## config.mk

```make
export PLATFORM = sky130hd
export DESIGN_NAME = shift_issue_ctrl
export DESIGN_NICKNAME = d
export VERILOG_FILES = /design/src/rtl/shift_pkg.sv /design/src/rtl/shift_cmd_fifo.sv /design/src/rtl/shift_issue_ctrl.sv
export SDC_FILE = /design/constraint.sdc
export NUM_CORES = 1
export LEC_CHECK = 0
export BUFFER_PORTS_ARGS = -buffer_cell sky130_fd_sc_hd__buf_4
export CAP_MARGIN = 30
export CORE_UTILIZATION = 40
export CTS_CLUSTER_SIZE = 14
export DETAILED_ROUTE_END_ITERATION = 10
export PLACE_DENSITY = 0.68
export SETUP_SLACK_MARGIN = 0.2
export SYNTH_ARGS = -nofsm -noshare
export SYNTH_HDL_FRONTEND = slang
export SYNTH_SLANG_ARGS = --single-unit
```

## constraint.sdc

```tcl
create_clock -name clk -period 2.5 [get_ports clk]
set_clock_uncertainty 0.1 [all_clocks]
set_input_delay 0.5 -clock clk [delete_from_list [all_inputs] [get_ports clk]]
set_output_delay 0.5 -clock clk [all_outputs]
set_load 0.02 [all_outputs]
```

## src/rtl/shift_pkg.sv

```systemverilog
// Shared definitions for the shifter issue/capture slice: default widths,
// FIFO depth, pointer width and the command record carried through the buffer.
package shift_pkg;

  localparam int DW    = 8;
  localparam int AW    = 3;
  localparam int DEPTH = 4;
  localparam int PTR_W = $clog2(DEPTH);

  // One buffered command: operand and the amount to shift it by.
  typedef struct packed {
    logic [DW-1:0] data;
    logic [AW-1:0] amt;
  } cmd_t;

  // Build a command record from its fields.
  function automatic cmd_t make_cmd(input logic [DW-1:0] data, input logic [AW-1:0] amt);
    cmd_t c;
    c.data = data;
    c.amt  = amt;
    return c;
  endfunction

endpackage

```

## src/rtl/shift_cmd_fifo.sv

```systemverilog
// Command FIFO: storage, read/write pointers and occupancy count.
// Pointers wrap naturally; the count tells full apart from empty.
// Storage is deliberately left unreset; only the bookkeeping is cleared.
module shift_cmd_fifo
  import shift_pkg::*;
#(
  parameter int W     = shift_pkg::DW + shift_pkg::AW,
  parameter int DEPTH = shift_pkg::DEPTH
) (
  input  logic         clk,
  input  logic         rst,
  input  logic         push,
  input  logic         pop,
  input  logic [W-1:0] wr_data,
  output logic [W-1:0] rd_data,
  output logic         full,
  output logic         empty
);

  localparam int PW = (DEPTH > 1) ? $clog2(DEPTH) : 1;
  localparam int CW = PW + 1;

  logic [W-1:0]  mem_r [DEPTH];
  logic [PW-1:0] wr_ptr_r;
  logic [PW-1:0] rd_ptr_r;
  logic [CW-1:0] count_r;

  // Pointer and occupancy bookkeeping; a simultaneous push and pop leaves the count unchanged.
  always_ff @(posedge clk) begin
    if (rst) begin
      wr_ptr_r <= {PW{1'b0}};
      rd_ptr_r <= {PW{1'b0}};
      count_r  <= {CW{1'b0}};
    end else begin
      if (push) begin
        wr_ptr_r <= wr_ptr_r + PW'(1);
      end else begin
        wr_ptr_r <= wr_ptr_r;
      end
      if (pop) begin
        rd_ptr_r <= rd_ptr_r + PW'(1);
      end else begin
        rd_ptr_r <= rd_ptr_r;
      end
      case ({push, pop})
        2'b10:   count_r <= count_r + CW'(1);
        2'b01:   count_r <= count_r - CW'(1);
        default: count_r <= count_r;
      endcase
    end
  end

  // Write port into the unreset storage array.
  always_ff @(posedge clk) begin
    if (push) begin
      mem_r[wr_ptr_r] <= wr_data;
    end
  end

  assign rd_data = mem_r[rd_ptr_r];
  assign full    = (count_r == CW'(DEPTH));
  assign empty   = (count_r == CW'(0));

endmodule

```

## src/rtl/shift_issue_ctrl.sv

```systemverilog
// Command buffer and issue/capture controller in front of a combinational
// barrel shifter. The FIFO head drives the shifter; the shifter result is
// captured into a registered valid/ready output slot.
// Optional: define SHIFT_ISSUE_STATS_EN to add the issue_cnt (wrapping) and
// stall_cnt (saturating) statistics outputs.
module shift_issue_ctrl
  import shift_pkg::*;
#(
  parameter int DW    = shift_pkg::DW,
  parameter int AW    = shift_pkg::AW,
  parameter int DEPTH = shift_pkg::DEPTH
) (
  input  logic          clk,
  input  logic          rst,
  input  logic          in_valid,
  output logic          in_ready,
  input  logic [DW-1:0] in_data,
  input  logic [AW-1:0] in_amt,
  output logic [DW-1:0] shf_data,
  output logic [AW-1:0] shf_amt,
  input  logic [DW-1:0] shf_result,
  output logic          out_valid,
  input  logic          out_ready,
  output logic [DW-1:0] out_data,
  output logic [AW-1:0] out_amt
`ifdef SHIFT_ISSUE_STATS_EN
  ,
  output logic [15:0]   issue_cnt,
  output logic [15:0]   stall_cnt
`endif
);

  localparam int CMD_W = DW + AW;

  logic              push_s;
  logic              issue_s;
  logic              full_s;
  logic              empty_s;
  logic [CMD_W-1:0]  head_s;
  logic              out_valid_r;
  logic [DW-1:0]     out_data_r;
  logic [AW-1:0]     out_amt_r;

  // No write-through: a full buffer refuses input even when a pop is happening.
  assign in_ready = !full_s;
  assign push_s   = in_valid && !full_s;
  assign issue_s  = !empty_s && (!out_valid_r || out_ready);

  shift_cmd_fifo #(
    .W     (CMD_W),
    .DEPTH (DEPTH)
  ) u_fifo (
    .clk     (clk),
    .rst     (rst),
    .push    (push_s),
    .pop     (issue_s),
    .wr_data ({in_data, in_amt}),
    .rd_data (head_s),
    .full    (full_s),
    .empty   (empty_s)
  );

  // Present the head command to the shifter, or zeros when nothing is buffered.
  always_comb begin
    shf_data = {DW{1'b0}};
    shf_amt  = {AW{1'b0}};
    if (!empty_s) begin
      shf_data = head_s[CMD_W-1:AW];
      shf_amt  = head_s[AW-1:0];
    end else begin
      shf_data = {DW{1'b0}};
      shf_amt  = {AW{1'b0}};
    end
  end

  // Output slot: capture on issue, retire on acceptance, otherwise hold steady.
  always_ff @(posedge clk) begin
    if (rst) begin
      out_valid_r <= 1'b0;
      out_data_r  <= {DW{1'b0}};
      out_amt_r   <= {AW{1'b0}};
    end else if (issue_s) begin
      out_valid_r <= 1'b1;
      out_data_r  <= shf_result;
      out_amt_r   <= shf_amt;
    end else if (out_valid_r && out_ready) begin
      out_valid_r <= 1'b0;
      out_data_r  <= out_data_r;
      out_amt_r   <= out_amt_r;
    end else begin
      out_valid_r <= out_valid_r;
      out_data_r  <= out_data_r;
      out_amt_r   <= out_amt_r;
    end
  end

  assign out_valid = out_valid_r;
  assign out_data  = out_data_r;
  assign out_amt   = out_amt_r;

`ifdef SHIFT_ISSUE_STATS_EN
  logic [15:0] issue_cnt_r;
  logic [15:0] stall_cnt_r;

  // Issue count wraps; stall count saturates so long stalls stay visible.
  always_ff @(posedge clk) begin
    if (rst) begin
      issue_cnt_r <= 16'h0000;
      stall_cnt_r <= 16'h0000;
    end else begin
      if (issue_s) begin
        issue_cnt_r <= issue_cnt_r + 16'h0001;
      end else begin
        issue_cnt_r <= issue_cnt_r;
      end
      if (out_valid_r && !out_ready && (stall_cnt_r != 16'hFFFF)) begin
        stall_cnt_r <= stall_cnt_r + 16'h0001;
      end else begin
        stall_cnt_r <= stall_cnt_r;
      end
    end
  end

  assign issue_cnt = issue_cnt_r;
  assign stall_cnt = stall_cnt_r;
`endif

endmodule

```

Word-level counts from Yosys, hierarchy flattened. Memories as Yosys holds them, arrays and structs flattened. A register that Yosys moved wholly into a read port is not among the register bits. Index checks and enable logic that the tools add are counted.

$add $sub $neg: 4. Equal/unequal tests: 3. Mux-type cells: 9. Reduce and logical (&&, ||, !) cells: 10.

Operators by type and width (number): 2-to-1 mux 8 bit (1); one-hot mux 3 bit (2 select lines) (1); adder 2 x 1 -> 2 bit (second input constant) (2); 2-to-1 mux 1 bit (4); 2-to-1 mux 2 bit (2); nonzero test 2 bit (2); adder 3 x 1 -> 3 bit (second input constant) (1); equality test 3 bit (second input constant) (1); logical AND 1 bit (3); logical NOT 1 bit (3); logical NOT 3 bit (1); 2-to-1 mux 3 bit (1); subtractor 3 x 1 -> 3 bit (second input constant) (1); equality test 2 x 1 -> 1 bit (second input constant) (1); equality test 2 bit (second input constant) (1); logical OR 1 bit (1).

Register bits: 19. RAM bits: 44. Input port bits: 23. Memories: 1.

Memories: u_fifo.mem_r (words 4, bits a word 11, read ports 1, clocked after Yosys merged registers in 1, wr ports 1, RTL line shift_cmd_fifo.sv:23) `logic [W-1:0] mem_r [DEPTH];`.

Depth between registers and ports, before layout.
Word-level depth: 5. Mapped depth: 9.

By module. From an unflattened synthesis, not the netlist that was laid out.

Cells, all modules: 169. Area total of the unflattened synthesis: 2723.9 um2.

By module, submodules not included: shift_cmd_fifo (times used 1, cells an instance 104, area each 2023.2 um2, sequential area each 1501.4 um2); shift_issue_ctrl (times used 1, cells an instance 65, area each 700.7 um2, sequential area each 240.2 um2).

Worst setup path after synthesis. OpenSTA, ideal clock, no wires.

Path type: reg-to-reg. From: register u_fifo.count_r[0]. To: register u_fifo.count_r[2]. Arrival time: 2.097 ns. Data required time: 2.330 ns. Setup slack: 0.232 ns. Stages on the path, launching flop included: 10. Path buffers: 1. Cell sequence: dfxtp_1 > or3b_1 > buf_2 > nand2_1 > ha_1 > inv_1 > fa_1 > xor2_1 > or3_1 > a21oi_1.

Cells in the longest elaborated chain, start to end: 5. Elaborated cells between the ends (all ways): 12. Classes of those cells: add/sub: 2; eq/ne: 3; mux: 1; reduce/logical: 6.

Ends and longest elaborated chain: start, declared (RTL line shift_cmd_fifo.sv:26) `logic [CW-1:0] count_r;`; start signal, assigned (RTL line shift_cmd_fifo.sv:33) `count_r <= {CW{1'b0}};`; start signal, assigned (RTL line shift_cmd_fifo.sv:46) `2'b10: count_r <= count_r + CW'(1);`; start signal, assigned (RTL line shift_cmd_fifo.sv:47) `2'b01: count_r <= count_r - CW'(1);`; equality test 3 bit * (RTL line shift_cmd_fifo.sv:61) `assign full = (count_r == CW'(DEPTH));`; logical NOT 1 bit *; via in_ready (RTL line shift_issue_ctrl.sv:16) `output logic in_ready,`; logical AND 1 bit * (RTL line shift_issue_ctrl.sv:46) `assign push_s = in_valid && !full_s;`; equality test 2 x 1 -> 1 bit or equality test 2 bit (tied branches) (RTL line shift_cmd_fifo.sv:45) `case ({push, pop})`; one-hot mux 3 bit (2 select lines) or nonzero test 2 bit (tied branches).

The timed path passes the listed nets; every way through them passes the cells marked *. A chain may end at the register's enable or synchronous reset.

==> qor.txt <==
Mapped Nets -> 207
Final core occ -> 0.533
Count of fill cells added during filler insertion -> 518
Startpoint-to-endpoint class of the critical path -> flop to primary output
Die area -> 0.00679 sq mm
Pwr Density -> 1170 mW/mm^2
Chip height -> 82.4 microns
Count of cell types in the netlist -> 27
Result of the run -> finished clean
Global-route wire length before repair -> 7.47 mm
Worst Reg2Reg Path Length in Cells -> 8
Worst slew margin relative to its limit -> 0.590
Number of enable-type register cells in the synthesized netlist -> 44
Minimum hold slack -> 0.269 ns
Antenna violations before repair -> 0
Router iterations before antenna repair -> 4
Slowest stage cell on the critical path -> sky130_fd_sc_hd__mux4_2
Overall routed net length -> 4.78 mm
Max Clk Rate -> 445 MHz
Delay of the slowest cell on the worst path -> 0.53 ns
Crit Path Max Fanout -> 6
Cell area after synthesis -> 0.00259 sq mm
Static Leakage -> 1.21 nW
Crit-path cells -> buf_12, mux4_2, and2_4, buf_6
Syn Inst Count -> 178
Yosys Warn Count -> 0
Remaining global-route overflow -> 0
Worst IR Drop VDD -> 0.568 mV
Remaining design rule violation count -> 0
Max capacitance violation total -> 0
Placed wire-length estimate after detailed placement -> 3.05 mm
Final weighted congestion in routability-driven placement -> 0.680
Root Buffer Master -> sky130_fd_sc_hd__clkbuf_8
CTS Buffer Depth -> 2
Insertion delay to the later sink of the worst-skew pair -> 0.33 ns
Most instantiated flip-flop cell in the synthesis netlist -> sky130_fd_sc_hd__edfxtp_1
Nets -> 258
CTS tree -> built
Hold/Removal Path Class -> input pin to flop
Area overhead of the layout relative to synthesis -> 24.8%
IO buf count -> 46
Cts-stage hold buffer count -> 0
Final number of hold-violating endpoints -> 0
Reg2reg setup slack -> 0.31 ns
Clock tree sinks -> 65
Total of endpoints with negative setup slack in the final report -> 0
Post-DR vias/cell -> 5.14
Post-route setup TNS -> 0 ns
Share of flip-flops with an asynchronous set or reset -> 0
Reg-to-reg critical path endpoint -> u_fifo.count_r[2]
Period utilisation layout -> 0.900
Top cell type's share of synthesized area -> 0.511
Number of clock buffers inserted by TritonCTS -> 9
Vias in the first global route -> 1551
Placement-stage worst setup slack -> 0.326 ns
Standard cell core area -> 0.00606 sq mm
Time the final worst path needs with I/O delays and setup -> 2.25 ns
Unrepaired setup endpoints after global routing -> no
Final ANT Viol Nets -> 0
Required time at the worst-slack endpoint -> 1.90 ns
Element type at the critical path start -> flop
Leading cell type in the layout, fill and taps excluded -> sky130_fd_sc_hd__buf_4
Reg2Reg Launch Point -> u_fifo.count_r[0]
Count of H-tree levels built during CTS -> 3
Number of DRC markers after the initial detailed-route iteration -> 103
Post-DR wirelength/cell -> 15.5 microns
Area contributors post-synth -> sky130_fd_sc_hd__edfxtp_1 (51%), sky130_fd_sc_hd__dfxtp_1 (16%), sky130_fd_sc_hd__mux4_2 (9.6%), sky130_fd_sc_hd__a21oi_1 (3.5%), sky130_fd_sc_hd__and2_1 (2.7%)
Effective utilization at floorplan -> 0.427
Tightest Pin Transition -> 0.615 ns
Synth Area per Inst -> 14.5 sq um
Arrival time worst endpoint -> 1.65 ns
Pin count of the biggest net entering global routing -> 24
Critical Path Sink -> shf_amt[0]
Final Max Tran Viols -> 0
Largest area contributor in the synthesized netlist -> sky130_fd_sc_hd__edfxtp_1
Cell Rows -> 28
Register area share after synthesis -> 0.673
Horizontal die dimension -> 82.4 microns
Hold depth -> 1
Top-level port count -> 47
Final WS setup -> 0.251 ns
Clock transition at the register clock pins on the worst setup and hold paths after CTS -> 0.07 ns
Antenna Diode Count -> 0
Capturing element type of the critical path -> primary output
Fraction of final layout cells sized beyond drive strength 1 -> 0.343
Synthesized flop and latch total -> 65
Commonest cells after routing, fill and taps aside -> sky130_fd_sc_hd__buf_4 (49), sky130_fd_sc_hd__edfxtp_1 (44), sky130_fd_sc_hd__a21oi_1 (18)
Global routing usage summed across all routing layers -> 0.158
Via Count -> 1582
Post-CTS Setup Repair Bufs -> 0
synthesized netlist by cell type (2+ instances only):
library cell and count:
sky130_fd_sc_hd__a21oi_1 18, sky130_fd_sc_hd__nor2_1 5, sky130_fd_sc_hd__clkbuf_1 3, sky130_fd_sc_hd__and2_1 11, sky130_fd_sc_hd__xor2_1 2, sky130_fd_sc_hd__and3_1 4, sky130_fd_sc_hd__inv_1 6, sky130_fd_sc_hd__nand3_1 13
sky130_fd_sc_hd__mux4_2 11, sky130_fd_sc_hd__buf_1 2, sky130_fd_sc_hd__or3_1 3, sky130_fd_sc_hd__buf_2 4, sky130_fd_sc_hd__clkbuf_2 2, sky130_fd_sc_hd__o21ai_0 13, sky130_fd_sc_hd__ha_1 5, sky130_fd_sc_hd__edfxtp_1 44
sky130_fd_sc_hd__dfxtp_1 21, sky130_fd_sc_hd__a21o_1 2
final cells by class:
class                           count  area [sq um]  area share
Inverter                            6          22.5     0.00698
Timing Repair Buffer               52           424       0.131
Clock inverter                      6          50.0      0.0155
Multi-Input combinational cell     95           764       0.237
Tap cell                           75          93.8      0.0291
Clock buffer                        9           124      0.0384
Sequential cell                    65          1750       0.542
metal layers:
layer  vias up  wire (microns)  global-route usage  part of all wire
met2        32            2390               0.250              0.50
met1       776            2120               0.196              0.44
met3        10             141              0.0286             0.029
met5         -               0                   0                 0
li1        764               -                   -                 -
met4         0             125               0.111             0.026
metrics by stage:
stage / total power [W] / cells / area, sq um
5_1_grt: 0.00400 / 308 / 3230
3_5_place_dp: 0.00293 / 292 / 3000
4_1_cts: 0.00375 / 307 / 3190
6_report: 0.00378 / 308 / 3230
2_1_floorplan: 0.00242 / 178 / 2590
3_3_place_gp: 0.00291 / 292 / 3000
power breakdown:
part           total, W  switching [W]  internal [W]
logic           0.00152       0.000802      0.000720
registers       0.00146       0.000107       0.00135
clock network  0.000802       0.000362      0.000439
total           0.00378        0.00127       0.00251
repair_timing:
action	in CTS	in global routing
resized for setup	4	6
pin swaps	0	1
endpoints found under the setup margin	11	12
gates cloned	0	1
cell families after synthesis:
| family | count (synthesis) | synth area share |
|---|---|---|
| flops | 65 | 0.673 |
| simple gates | 41 | 0.0876 |
| compound gates | 35 | 0.0726 |
| buf+inv | 18 | 0.0319 |
| mux | 11 | 0.0958 |
| fa+ha+maj | 6 | 0.0319 |
| xor+xnor | 2 | 0.00677 |
flip-flops by register name, indices dropped and copies added (netlist names), named ones only:
register,count
u_fifo.rd_ptr_r,2
u_fifo.count_r,3
out_amt,3
u_fifo.wr_ptr_r,2
out_valid,1
u_fifo.mem_r,44
out_data,8
worst max-delay path, delay by kind of cell (launching register included):
| kind | cells | cell delay (ns) |
|---|---|---|
| buffers and inverters | 2 | 0.25 |
| flip-flops | 1 | 0.37 |
| multiplexers | 1 | 0.53 |
| AND/OR/NAND/NOR | 1 | 0.18 |
worst min-delay path by stage:
stage / startpoint / end / slack, ns
after CTS: in_data[1] / u_fifo.mem_r[0][4] / 0.26
after global placement: out_amt[2] / out_amt[2] / 0.36
after detailed placement: out_amt[0] / out_amt[0] / 0.37
after global routing: in_data[1] / u_fifo.mem_r[0][4] / 0.26
after floorplan: u_fifo.count_r[2] / u_fifo.count_r[2] / 0.37
final: in_data[1] / u_fifo.mem_r[0][4] / 0.27
No activity file was read; power rests on OpenSTA's default activity.
